File: src/rtl/mdu_pkg.sv
// Shared types for the HI/LO multiply/divide unit: operation encoding and FSM states.
package mdu_pkg;

    typedef enum logic [1:0] {
        MULT  = 2'd0,
        MULTU = 2'd1,
        DIV   = 2'd2,
        DIVU  = 2'd3
    } mdu_op_t;

    typedef enum logic [1:0] {
        ST_IDLE = 2'd0,
        ST_RUN  = 2'd1,
        ST_WB   = 2'd2
    } mdu_state_t;

endpackage

File: src/rtl/hilo_mdu.sv
// Iterative multiply/divide unit with architectural HI/LO registers.
// Shift-add multiply and restoring divide share one shift register and one adder.
//
// state   | meaning
// --------+-----------------------------------------------------------
// ST_IDLE | unit free; start accepted, direct HI/LO writes allowed
// ST_RUN  | one operand bit per cycle, WIDTH cycles
// ST_WB   | done pulse; sign-corrected result written to HI/LO
module hilo_mdu
    import mdu_pkg::*;
#(
    parameter int WIDTH = 32
) (
    input  logic             clk,
    input  logic             reset,
    input  logic             start,
    input  mdu_op_t          op,
    input  logic [WIDTH-1:0] a,
    input  logic [WIDTH-1:0] b,
    input  logic             flush,
    input  logic             hi_we,
    input  logic             lo_we,
    input  logic [WIDTH-1:0] hi_data,
    input  logic [WIDTH-1:0] lo_data,
    output logic             busy,
    output logic             done,
    output logic [WIDTH-1:0] hi,
    output logic [WIDTH-1:0] lo
);

    localparam int CW = $clog2(WIDTH);

    mdu_state_t         state;
    logic [2*WIDTH-1:0] acc;
    logic [WIDTH-1:0]   opr;
    logic [CW-1:0]      cnt;
    logic               div_q;
    logic               neg_q;
    logic               neg_r;
    logic               div0;

    logic               accept;
    logic               op_signed;
    logic               a_neg;
    logic               b_neg;
    logic [WIDTH-1:0]   a_mag;
    logic [WIDTH-1:0]   b_mag;
    logic [WIDTH:0]     add_x;
    logic [WIDTH:0]     add_y;
    logic [WIDTH:0]     sum;
    logic [2*WIDTH-1:0] acc_next;
    logic [2*WIDTH-1:0] prod;
    logic [WIDTH-1:0]   quo;
    logic [WIDTH-1:0]   rem;
    logic [WIDTH-1:0]   res_hi;
    logic [WIDTH-1:0]   res_lo;

    assign accept    = (state == ST_IDLE) && start && !flush;
    assign op_signed = (op == MULT) || (op == DIV);
    assign a_neg     = op_signed && a[WIDTH-1];
    assign b_neg     = op_signed && b[WIDTH-1];
    assign a_mag     = a_neg ? -a : a;
    assign b_mag     = b_neg ? -b : b;

    // Divide looks at the remainder shifted left by one; multiply at the upper half.
    assign add_x = div_q ? acc[2*WIDTH-1:WIDTH-1] : {1'b0, acc[2*WIDTH-1:WIDTH]};
    assign add_y = {1'b0, opr};
    assign sum   = div_q ? (add_x - add_y) : (add_x + add_y);

    always_comb begin
        acc_next = acc;
        if (div_q) begin
            if (sum[WIDTH])
                acc_next = {acc[2*WIDTH-2:0], 1'b0};
            else
                acc_next = {sum[WIDTH-1:0], acc[WIDTH-2:0], 1'b1};
        end else begin
            if (acc[0])
                acc_next = {sum, acc[WIDTH-1:1]};
            else
                acc_next = {1'b0, acc[2*WIDTH-1:1]};
        end
    end

    // Divide by zero naturally leaves |a| as remainder; only the quotient needs forcing.
    assign prod   = neg_q ? -acc : acc;
    assign quo    = acc[WIDTH-1:0];
    assign rem    = acc[2*WIDTH-1:WIDTH];
    assign res_lo = div_q ? (div0 ? {WIDTH{1'b1}} : (neg_q ? -quo : quo)) : prod[WIDTH-1:0];
    assign res_hi = div_q ? (neg_r ? -rem : rem) : prod[2*WIDTH-1:WIDTH];

    assign busy = (state != ST_IDLE);
    assign done = (state == ST_WB) && !flush;

    always_ff @(posedge clk or posedge reset) begin
        if (reset) begin
            state <= ST_IDLE;
            acc   <= '0;
            opr   <= '0;
            cnt   <= '0;
            div_q <= 1'b0;
            neg_q <= 1'b0;
            neg_r <= 1'b0;
            div0  <= 1'b0;
            hi    <= '0;
            lo    <= '0;
        end else begin
            case (state)
                ST_IDLE: begin
                    if (accept) begin
                        state <= ST_RUN;
                        acc   <= {{WIDTH{1'b0}}, a_mag};
                        opr   <= b_mag;
                        cnt   <= CW'(WIDTH - 1);
                        div_q <= op[1];
                        neg_q <= a_neg ^ b_neg;
                        neg_r <= a_neg;
                        div0  <= (b == '0);
                    end else begin
                        if (hi_we)
                            hi <= hi_data;
                        if (lo_we)
                            lo <= lo_data;
                    end
                end
                ST_RUN: begin
                    if (flush) begin
                        state <= ST_IDLE;
                    end else begin
                        acc <= acc_next;
                        cnt <= cnt - 1'b1;
                        if (cnt == '0)
                            state <= ST_WB;
                    end
                end
                ST_WB: begin
                    state <= ST_IDLE;
                    if (!flush) begin
                        hi <= res_hi;
                        lo <= res_lo;
                    end
                end
                default: state <= ST_IDLE;
            endcase
        end
    end

endmodule

File: config.mk
export PLATFORM = sky130hd
export DESIGN_NAME = hilo_mdu
export DESIGN_NICKNAME = d
export VERILOG_FILES = /design/src/rtl/mdu_pkg.sv /design/src/rtl/hilo_mdu.sv
export SDC_FILE = /design/constraint.sdc
export NUM_CORES = 1
export LEC_CHECK = 0
export ABC_CLOCK_PERIOD_IN_PS = 5250
export CAP_MARGIN = 0
export CORE_ASPECT_RATIO = 1.2
export CORE_MARGIN = 2
export CORE_UTILIZATION = 45
export CTS_CLUSTER_DIAMETER = 200
export CTS_CLUSTER_SIZE = 24
export DETAILED_ROUTE_END_ITERATION = 8
export GPL_ROUTABILITY_DRIVEN = 0
export PLACE_DENSITY_LB_ADDON = 0.2
export SYNTH_ARGS = -nofsm -noshare
export SYNTH_HDL_FRONTEND = slang
export SYNTH_SLANG_ARGS = --single-unit
File: constraint.sdc
create_clock -name clk -period 5.25 [get_ports clk]
set_input_delay 0.7875 -clock clk [delete_from_list [all_inputs] [get_ports clk]]
set_output_delay 0.7875 -clock clk [all_outputs]
set_load 0.05 [all_outputs]
# After elaboration in Yosys (flattened, before gate mapping)
# Cells that the tools add are included.
[word_totals] reg_bits=171 inputBits=136 out_inout_bits=66 word_cells=79
[op_classes] n_addsub=8 eq_ne=10 muxes=31 bitwise=1 n_reduce_logical=19
[ops] cell="32-bit two-way mux" n=13
[ops] cell="64-bit two-way mux" n=6
[ops] cell="32-bit negator" n=4
[ops] cell="32-bit one-hot mux with 2 select lines" n=2
[ops] cell="64-bit one-hot mux with 2 select lines" n=1
[ops] cell="33-bit two-way mux" n=2
[ops] cell="64-bit negator" n=1
[ops] cell="33-bit by 32-bit adder with 33-bit output" n=1
[ops] cell="33-bit by 32-bit subtractor with 33-bit output" n=1
[ops] cell="32-bit zero test" n=1
[ops] cell="2-bit != test, second input constant" n=6
[ops] cell="5-bit two-way mux" n=2
[ops] cell="5-bit one-hot mux with 2 select lines" n=1
[ops] cell="4-bit AND reduction" n=2
[ops] cell="2-bit two-way mux" n=3
[ops] cell="2-bit nonzero test" n=3
[ops] cell="1-bit logical AND" n=5
[ops] cell="5-bit zero test" n=1
[ops] cell="5-bit by 1-bit subtractor with 5-bit output, second input constant" n=1
[ops] cell="2-bit equality test, second input constant" n=2
[ops] cell="2-bit zero test" n=2
[ops] cell="2-bit one-hot mux with 2 select lines" n=1
[ops] cell="2-bit AND reduction" n=2
[ops] cell="3-bit != test, second input constant" n=1
[ops] cell="5 further kinds" n=5

# Longest topological paths before layout
# Gate-level depths: netlist of the first run.
[logic_depth] depth_word=7 mapped_depth=22 mapped_depth_nobuf=19

# Worst setup path after synthesis of the first run
# OpenSTA, ideal clock, no wires.
[synth_path] path_type="reg-to-reg" start="register opr[2]" end="register acc[48]" setup_time_ns=0.126 arrival_ns=4.295 t_required_ns=5.124 slack_ns=0.829 path_stages_with_launch=19 path_buffers=0 synth_period_minus_slack_ns=4.421 cell_sequence="dfrtp_1 > nor2_1 > nand3_1 > nor4_1 > a21o_1 > a21boi_0 > nand2_1 > nor3_1 > nor2_1 > xnor2_1 > ha_1 > a211oi_1 > o21bai_1 > a211o_1 > nor3_1 > a21oi_2 > o311ai_4 > mux2_2 > a221o_1"
[synth_between] elab_chain_cells=6 word_cells_on_any_way=8 cone_classes="add/sub: 2; mux: 6"
[synth_rtl] element="start, declared" line_no="hilo_mdu.sv:35" text="logic [WIDTH-1:0] opr;"
[synth_rtl] element="start signal, assigned" line_no="hilo_mdu.sv:113" text="opr <= b_mag;"
[synth_rtl] element="33-bit by 32-bit adder with 33-bit output / 33-bit by 32-bit subtractor with 33-bit output (equally long branches)" line_no="hilo_mdu.sv:68" text="assign sum = div_q ? (add_x - add_y) : (add_x + add_y);"
[synth_rtl] element="33-bit two-way mux *" line_no="hilo_mdu.sv:68"
[synth_rtl] element="64-bit two-way mux (on tied branches)" line_no="hilo_mdu.sv:78, hilo_mdu.sv:73"
[synth_rtl] element="64-bit two-way mux *" line_no="hilo_mdu.sv:72" text="if (div_q) begin"
[synth_rtl] element="64-bit two-way mux *" line_no="hilo_mdu.sv:127" text="if (flush) begin"
[synth_rtl] element="64-bit one-hot mux with 2 select lines *" line_no="hilo_mdu.sv:108" text="case (state)"
[synth_rtl] element="end signal, assigned" line_no="hilo_mdu.sv:112" text="acc <= {{WIDTH{1'b0}}, a_mag};"
[synth_rtl] element="end signal, assigned" line_no="hilo_mdu.sv:130" text="acc <= acc_next;"
[synth_rtl] element="end, declared" line_no="hilo_mdu.sv:34" text="logic [2*WIDTH-1:0] acc;"
# Every way passes the cells marked *; elsewhere a longest branch is shown, timed or not. The select of a mux whose other input is x is not followed.
# A chain may end at the register's enable or synchronous reset.

# Final worst setup path of the first run
# Same ends and word-level chain as after synthesis.

==> results.ini, run 1 <==
[sta]
timing.final.ws_setup_ns = 0.4387
tightest_slew_ns = 1.012
final-setup-viol-count = 0
clock-skew-final_ns = 0.009004
drv_slew = 0
min_period_ns = 4.811
finalHoldViolCount = 0
max_slew_margin_pct = 32.39
timing.fmax_ghz = 0.2078
finalCritPeriodShare_pct = 91.64
rsz0062_at_grt = no
final.setup.tns_ns = 0

[detailed_routing]
totalWireLength_um = 40930
via_per_inst = 5.879
vias = 13433
drtIter0Drc = 1342
drc = 0
dr.pass1.iters = 5
wl_per_cell_um = 17.91
drtAntennaViolNets = 0

[setup_path]
r2r_start = opr[2]
r2r_cells = 19
critPathArrivalTime_ns = 5.14
reg2reg_slack_ns = 0.44
critPathKind = flip-flop to flip-flop
required_ns = 5.58
worstReg2RegEnd = acc[48]
cp-start-kind = flip-flop
crit_fanout = 9
endpoint_kind = flip-flop

[global_routing]
grt_start_max_net_pins = 73
grt_pass1_wl_um = 64800
grt_overflow = 0
antenna_found_initial = 0
grt.total_usage_pct = 24.55
grt_pass1_vias = 12366

[status]
status = complete, no violations

[final_layout]
drive_above_1_share_pct = 6.564
final_common_cell = nand2_1
fin_cells = 2285
final_nets = 2053
n_antenna_cell = 0
area_growth_pct = 19.96
final_cell_mix = nand2_1 (259), o21ai_0 (215), clkdlybuf4s50_1 (201)
nFillCells = 2891
finalInstanceArea_mm2 = 0.01690

[clocking]
clk_pin_slew_worst_paths_ns = 0.07
cts-root-buf = clkbuf_16
cts_tree = done
numClockSinks = 171
clk_latency_ns = 0.45
ctsHtreeMaxLevel = 4
numCtsBuffers = 17
cts.path.max_buffers = 2
hold_buffers = 0

[power_and_ir_drop]
p_leak_nw = 6.909
seqPwrFrac_pct = 26.1
clockPowerShare_pct = 15.6
powerDensity_mw_per_mm2 = 512.6
netSwitchingPower_mw = 4.160
peakVddDrop_uv = 287.2
power_switching_share_pct = 48.04
intPower_mw = 4.500
combPwrFrac_pct = 58.3

[logic_synthesis]
yosys_warnings = 0
synthTopCellsByArea = dfrtp_1 (30%), o21ai_0 (7.6%), xnor2_1 (7.3%)
netlist_area_mm2 = 0.01408
yosysSeqAreaShare_pct = 30.38
synth_cell_types = 79
avgSynthCellArea_um2 = 7.984
syn_nets = 1940
synth.ff_latch_count = 171
yosys.area.top_type = dfrtp_1
synth-edff-count = 0
netlist_instances = 1764
postSynth.asyncResetShare_pct = 100.0
netlist.area_leader.share_pct = 30.38
synth_ff_type = dfrtp_1

[floorplan]
pin_count = 202
start_util_pct = 45.94
die_area_mm2 = 0.03273
coreArea_mm2 = 0.03065
rows = 70
die_h_um = 197.8
die_w_um = 165.5

[worst_hold_path]
worstHoldStart = lo[31]
hold_depth = 2
worstHoldPathType = flip-flop to flip-flop
min_to = lo[31]

[placed_design]
numPortBuffers = 201
dp_slack_ns = 0.1695
placed_cells = 2251
dpl_cell_area_mm2 = 0.01625
place_hpwl_um = 30690

[job]
drv_cap = 0

-- cell usage after synthesis (9+ instances only) --
cell and number:
mux2_2 33, buf_2 10, o41ai_1 15, a211oi_1 11, o211ai_1 12, o31ai_1 25
nand2b_1 22, nor4_1 21, o21ai_0 215, a21o_1 16, o311ai_0 9, o22ai_1 47
a21oi_1 94, buf_1 13, dfrtp_1 171, nor2_1 93, or3_1 23, o221ai_1 23
mux2i_1 72, clkbuf_1 107, o21ai_1 13, xnor2_1 117, nor3_1 33, nand3_1 24
ha_1 39, xor2_1 62, nand2_1 259, nor2b_1 10, a31oi_1 18, inv_1 43
-- registers in the layout, summed over array words and instances, names as in the netlist --
name	count
acc	64
cnt	5
div0	1
div_q	1
hi	32
lo	32
neg_q	1
neg_r	1
opr	32
state	2
-- per-layer routing --
metal | GRT usage, % | vias up | routed length, um
li1 | - | 6566 | -
met4 | 6.162 | 0 | 700
met1 | 35.67 | 6345 | 19260
met2 | 38.82 | 470 | 18360
met3 | 2.786 | 52 | 2604
met5 | 0 | - | 0
-- power by group through the flow --
| stage | logic, mW | registers [mW] | clock network, mW |
|---|---|---|---|
| floorplan | 3.74 | 2.25 | 0 |
| global placement | 4.88 | 2.25 | 0 |
| detailed placement | 4.95 | 2.27 | 0 |
| CTS | 4.97 | 2.24 | 1.36 |
| global route | 5.52 | 2.31 | 1.42 |
| finish | 5.05 | 2.26 | 1.35 |
-- worst max path at each step --
stage | startpoint | endpoint | slack [ns] | cells past startpoint
after floorplan | opr[2] | acc[48] | 0.83 | 18
after global placement | opr[2] | acc[39] | 0.39 | 17
after detailed placement | opr[2] | acc[36] | 0.17 | 17
after CTS | opr[2] | acc[36] | 0.14 | 17
after global routing | opr[2] | acc[48] | 0.08 | 19
final | opr[2] | acc[48] | 0.44 | 19
-- final cells by class --
type	count	area, um^2	share of cell area (%)
clock buffers	19	442.9	2.622
clock inverters	12	163.9	0.9702
inverters	43	165.2	0.9776
multi-input cells	1415	9119	53.97
flip-flops and latches	171	4283	25.35
well taps	396	495.5	2.933
repair buffers	229	2226	13.17
-- stage by stage --
step | hold slack [ns] | utilization (%) | power (mW)
after global placement | 0.4624 | 53.02 | 7.127
after global routing | 0.5063 | 55.11 | 9.251
after detailed placement | 0.4695 | 53.02 | 7.218
after floorplan | 0.4615 | - | 5.988
after CTS | 0.4838 | 55.00 | 8.574
final | 0.4799 | 55.11 | 8.660
-- logic make-up (layout without fill, tap and decap cells) --
| family | after synthesis | after routing | share of synthesized area, % |
|---|---|---|---|
| and+or+nand+nor | 543 | 543 | 18.03 |
| AOI/OAI and AO/OA | 548 | 548 | 23.95 |
| adders and majority gates | 40 | 40 | 3.607 |
| DFF | 171 | 171 | 30.38 |
| buffers and inverters | 178 | 303 | 5.144 |
| muxes | 105 | 105 | 7.756 |
| xor gates and xnor gates | 179 | 179 | 11.13 |
-- worst max-delay path, stage by stage, from the launching register on --
cell	delay, ns
dfrtp_1	0.43
nor2_2	0.23
nand3_1	0.15
nor4_2	0.25
a21o_1	0.26
a21boi_0	0.31
nand2_1	0.14
nor3_1	0.29
nor2_1	0.09
xnor2_1	0.13
ha_1	0.37
a211oi_1	0.26
o21bai_1	0.13
a211o_1	0.34
nor3_1	0.23
a21oi_2	0.07
o311ai_4	0.17
buf_4	0.20
mux2_2	0.32
a221o_1	0.31
-- timing repair --
| action | in CTS | in global routing |
|---|---|---|
| setup buffers | 0 | 3 |
| setup endpoints to repair | 0 | 29 |
| hold endpoints to repair | 0 | 0 |
| gates resized for setup | 0 | 3 |
(Power assumes the default switching activity.)
==> run 2, diff against run 1 <==
--- a/config.mk
+++ b/config.mk
@@ -5,7 +5,7 @@
 export SDC_FILE = /design/constraint.sdc
 export NUM_CORES = 1
 export LEC_CHECK = 0
-export ABC_CLOCK_PERIOD_IN_PS = 5250
+export ABC_CLOCK_PERIOD_IN_PS = 4430
 export CAP_MARGIN = 0
 export CORE_ASPECT_RATIO = 1.2
 export CORE_MARGIN = 2
==> constraint.sdc (replaced) <==
create_clock -name clk -period 4.43 [get_ports clk]
set_input_delay 0.6645 -clock clk [delete_from_list [all_inputs] [get_ports clk]]
set_output_delay 0.6645 -clock clk [all_outputs]
set_load 0.05 [all_outputs]
==> results.ini, run 2 (synthesis gave the netlist of run 1 again) <==
[final_layout]
fin_cells = 2324
drive_above_1_share_pct = 9.289
multi_input_area_mm2 = 0.009239
largest_reg_flops = 64
final_common_cell = nand2_1
final_cell_mix = nand2_1 (258), o21ai_0 (215), clkdlybuf4s50_1 (201)
area_growth_pct = 22.84
sequential_cell_area_mm2 = 0.004283
nFillCells = 2878
final_nets = 2090
top_register = acc

[worst_hold_path]
worstHoldPathType = flip-flop to flip-flop
worstHoldStart = lo[29]

[setup_path]
required_ns = 4.76
endpoint_kind = flip-flop
crit_start = opr[8]
critical-path-top-delay-family = compound AO/OA/AOI/OAI gates
crit_fanout = 9
worst-path-buf-inv = 2
critPathArrivalTime_ns = 4.58
r2r_start = opr[8]
cp-start-kind = flip-flop
critical-path-max-stage-delay_ns = 0.51
cpMaxStageDelayCell = o311ai_4
critPathKind = flip-flop to flip-flop
path_cells = nor4_4, nand4_4, buf_4, nor3b_1, nor2_1, xnor2_1, ha_1, buf_4, and3_1, a22oi_1, a21oi_1, a21oi_1, nand2_1, o311ai_4, mux2_2, a221o_1

[global_routing]
grt_overflow = 0
grt_pass1_wl_um = 65960
grt.total_usage_pct = 25.15
grt_pass1_vias = 12785
grt_start_max_net_pins = 72
antenna_found_initial = 1

[sta]
max_slew_margin_pct = 21.40
finalCritPeriodShare_pct = 95.74
final-setup-viol-count = 0
drv_slew = 0
min_period_ns = 4.241
finalHoldViolCount = 0
rsz0062_at_grt = yes
tightest_slew_ns = 1.176
timing.fmax_ghz = 0.2358
final.setup.tns_ns = 0
clock-skew-final_ns = 0.01073

[clocking]
cts-root-buf = clkbuf_16
numCtsBuffers = 17
hold_buffers = 0
ctsHtreeMaxLevel = 4
clk_pin_slew_worst_paths_ns = 0.07
cts.path.max_buffers = 2
cts_tree = done
numClockSinks = 171
clk_latency_ns = 0.45

[power_and_ir_drop]
power_switching_share_pct = 47.98
p_leak_nw = 7.100
seqPwrFrac_pct = 25.7
intPower_mw = 5.455
netSwitchingPower_mw = 5.031
clockPowerShare_pct = 14.2
combPwrFrac_pct = 60.1
peakVddDrop_uv = 264.5
powerDensity_mw_per_mm2 = 606.1

[floorplan]
die_area_mm2 = 0.03273
die_h_um = 197.8
coreArea_mm2 = 0.03065
start_util_pct = 45.94
rows = 70
pin_count = 202
die_w_um = 165.5

[placed_design]
placed_cells = 2282
numPortBuffers = 201
place_hpwl_um = 31280

[detailed_routing]
dr.pass1.iters = 6
vias = 13495
drtIter0Drc = 1172
totalWireLength_um = 41350
wl_per_cell_um = 17.79
drtAntennaViolNets = 0
drc = 0
via_per_inst = 5.807

[job]
drv_cap = 0

[status]
status = complete, no violations

run 2: area by class of cell:
type / instances / share of cell area, %
antenna: 1 / 0.01446
clock buffer: 19 / 2.502
clock inverter: 13 / 0.7883
sequential: 171 / 24.76
tap: 396 / 2.864
multi-input combinational: 1415 / 53.40
timing repair buffer: 266 / 14.72
inverter: 43 / 0.9547
run 2: path summary, 6_finish.rpt:
check	to	cells past startpoint	slack, ns
setup reg to reg	acc[53]	16	0.19
setup / recovery	acc[53]	16	0.19
hold / removal	lo[29]	2	0.48
min in group asynchronous	acc[42]	2	0.55
max in group asynchronous	div_q	3	3.15
hold reg to reg	lo[29]	2	0.48
run 2: power by group through the flow:
| stage | registers (mW) | logic, mW | clock network, mW |
|---|---|---|---|
| after floorplan | 2.66 | 4.43 | 0 |
| after global placement | 2.66 | 5.98 | 0 |
| after detailed placement | 2.68 | 6.08 | 0 |
| after CTS | 2.65 | 6.11 | 1.51 |
| after global routing | 2.76 | 6.92 | 1.58 |
| final | 2.69 | 6.30 | 1.49 |
run 2: layer usage:
layer	track usage, %	share of wire, %	vias to the layer above
met5	0	0	-
met4	7.024	1.6	0
met3	3.791	7.2	49
met2	40.10	46	503
met1	35.39	46	6298
li1	-	-	6645
run 2: per-stage QoR:
| stage | util [%] | power [mW] | setup WS (ns) | instance area (um^2) | hold WS (ns) |
|---|---|---|---|---|---|
| after global routing | 56.43 | 11.25 | -0.02471 | 17300 | 0.5000 |
| after floorplan | - | 7.096 | 0.008999 | 14090 | 0.4615 |
| after global placement | 53.90 | 8.642 | 0.05984 | 16520 | 0.4632 |
| after detailed placement | 53.90 | 8.764 | -0.1009 | 16520 | 0.4715 |
| final | 56.44 | 10.49 | 0.1886 | 17300 | 0.4832 |
| after CTS | 55.78 | 10.28 | 0.03677 | 17100 | 0.4863 |
run 2: worst min-delay path, cell delays in order, from the launching register on:
cell	delay, ns
dfrtp_1	0.34
nand2_1	0.05
o21ai_0	0.06
run 2: timing repair:
action,in CTS,in global routing
endpoints found under the setup margin,19,33
pin swaps,0,5
hold endpoints to repair,0,0
gates cloned,0,1
setup buffers,0,8
gates resized for setup,2,26
==> run 3, diff against run 2 <==
--- a/config.mk
+++ b/config.mk
@@ -8,7 +8,7 @@
 export ABC_CLOCK_PERIOD_IN_PS = 4430
 export CAP_MARGIN = 0
 export CORE_ASPECT_RATIO = 1.2
-export CORE_MARGIN = 2
+export CORE_MARGIN = 8
 export CORE_UTILIZATION = 45
 export CTS_CLUSTER_DIAMETER = 200
 export CTS_CLUSTER_SIZE = 24
==> results.ini, run 3 (synthesis gave the netlist of run 1 again) <==
[status]
status = complete, no violations

[sta]
clock-skew-final_ns = 0.01004
finalHoldViolCount = 0
drv_slew = 0
final.setup.tns_ns = 0
timing.fmax_ghz = 0.2326
min_period_ns = 4.299
final-setup-viol-count = 0
finalCritPeriodShare_pct = 97.04
rsz0062_at_grt = yes
max_slew_margin_pct = 32.83
tightest_slew_ns = 1.008

[detailed_routing]
drtAntennaViolNets = 0
drc = 0
vias = 13584
dr.pass1.iters = 5
wl_per_cell_um = 18.32
drtIter0Drc = 970
totalWireLength_um = 42740
via_per_inst = 5.823

[power_and_ir_drop]
intPower_mw = 5.545
peakVddDrop_uv = 311.2
clockPowerShare_pct = 14.7
power_switching_share_pct = 47.61
powerDensity_mw_per_mm2 = 609.1
power_mw = 10.58
p_leak_nw = 7.157
combPwrFrac_pct = 60.0
seqPwrFrac_pct = 25.3
netSwitchingPower_mw = 5.039

[global_routing]
grt_pass1_vias = 12956
antenna_found_initial = 0
grt_start_max_net_pins = 76
grt_pass1_wl_um = 68430
grt_overflow = 0
grt.total_usage_pct = 22.36

[floorplan]
pin_count = 202
die_h_um = 209.8
die_w_um = 177.5
start_util_pct = 45.30
die_area_mm2 = 0.03724
rows = 71
coreArea_mm2 = 0.03109

[clocking]
clk_latency_ns = 0.44
cts_tree = done
cts.path.max_buffers = 2
numClockSinks = 171
cts-root-buf = clkbuf_16
hold_buffers = 0
ctsHtreeMaxLevel = 4
numCtsBuffers = 17
clk_pin_slew_worst_paths_ns = 0.07

[job]
drv_cap = 0

[placed_design]
place_hpwl_um = 32900
numPortBuffers = 201
placed_cells = 2298

[setup_path]
required_ns = 4.76
endpoint_kind = flip-flop
critPathArrivalTime_ns = 4.63
crit_fanout = 6
cp-start-kind = flip-flop
critPathKind = flip-flop to flip-flop

[final_layout]
final_nets = 2096
top_register = acc
drive_above_1_share_pct = 9.627
final_cell_mix = nand2_1 (258), o21ai_0 (213), clkdlybuf4s50_1 (200)
fin_util_pct = 55.89
n_antenna_cell = 0
largest_reg_flops = 64
area_growth_pct = 23.39
final_common_cell = nand2_1
fin_cells = 2333

[worst_hold_path]
worstHoldPathType = flip-flop to flip-flop

==> run 3: cell count changes in the layout (fill, tap and decap cells not counted), moves of 2 or more <==
cell	previous run	this run
buf_4	59	64
and3_1	6	8
and3_4	2	0
buf_6	1	3
clkinv_4	5	3
o21ai_0	215	213
o21ai_1	13	15
==> run 3: worst paths after layout <==
kind | startpoint | to | slack (ns) | cells after the start
min in group asynchronous | reset | acc[35] | 0.63 | 2
worst max register to register | opr[3] | acc[53] | 0.13 | 19
max in group asynchronous | reset | div_q | 2.99 | 3
worst max-delay path | opr[3] | acc[53] | 0.13 | 19
worst min-delay path | lo[24] | lo[24] | 0.48 | 2
worst min register to register | lo[24] | lo[24] | 0.48 | 2
==> run 3: critical path, cell delays in order, from the launching register on <==
cell and delay, ns:
dfrtp_1 0.39, nor2_2 0.15, nand3_2 0.09, nor4_2 0.28, buf_4 0.16, a21o_1 0.16
a21boi_4 0.20, nand2_2 0.09, nor3_4 0.23, nor2_2 0.06, xnor2_1 0.14, ha_1 0.35
a211oi_2 0.27, o21bai_1 0.11, a211o_1 0.33, buf_6 0.15, o311ai_4 0.23, buf_6 0.17
mux2_2 0.33, a221o_1 0.29
==> run 3: final cells by class <==
class                   count  area [um^2]
repair buffers            272         2601
well taps                 401        501.7
inverters                  43        165.2
clock inverters            13        161.4
flip-flops and latches    171         4283
multi-input cells        1415         9236
clock buffers              18        429.2
fillers                  2950        13710
==> run 3: what timing repair did <==
item,CTS,global route
buffers inserted,0,3
pin swaps,0,16
gates resized for setup,2,29
gates cloned,0,1
setup endpoints to repair,26,32
==> run 3: layer usage <==
metal,vias to the layer above,wire [um],global-route usage (%)
li1,6664,-,-
met1,6445,20010,31.34
met2,430,19390,35.49
met3,45,2725,3.559
met4,0,617,5.268
met5,-,0,0
==> run 3: through the flow <==
| step | setup slack, ns | area [um^2] | hold slack, ns |
|---|---|---|---|
| floorplan | 0.008999 | 14090 | 0.4615 |
| global placement | 0.02043 | 16620 | 0.4613 |
| detailed placement | -0.09417 | 16620 | 0.4699 |
| CTS | 0.03693 | 17220 | 0.4854 |
| global route | -0.07936 | 17380 | 0.5087 |
| finish | 0.1311 | 17380 | 0.4785 |
==> run 3: power groups by stage <==
stage / Combinational, mW / Sequential (mW) / Clock [mW]
2_1_floorplan: 4.43 / 2.66 / 0
3_3_place_gp: 6.05 / 2.66 / 0
3_5_place_dp: 6.18 / 2.68 / 0
4_1_cts: 6.20 / 2.65 / 1.57
5_1_grt: 6.93 / 2.75 / 1.63
6_report: 6.35 / 2.68 / 1.56
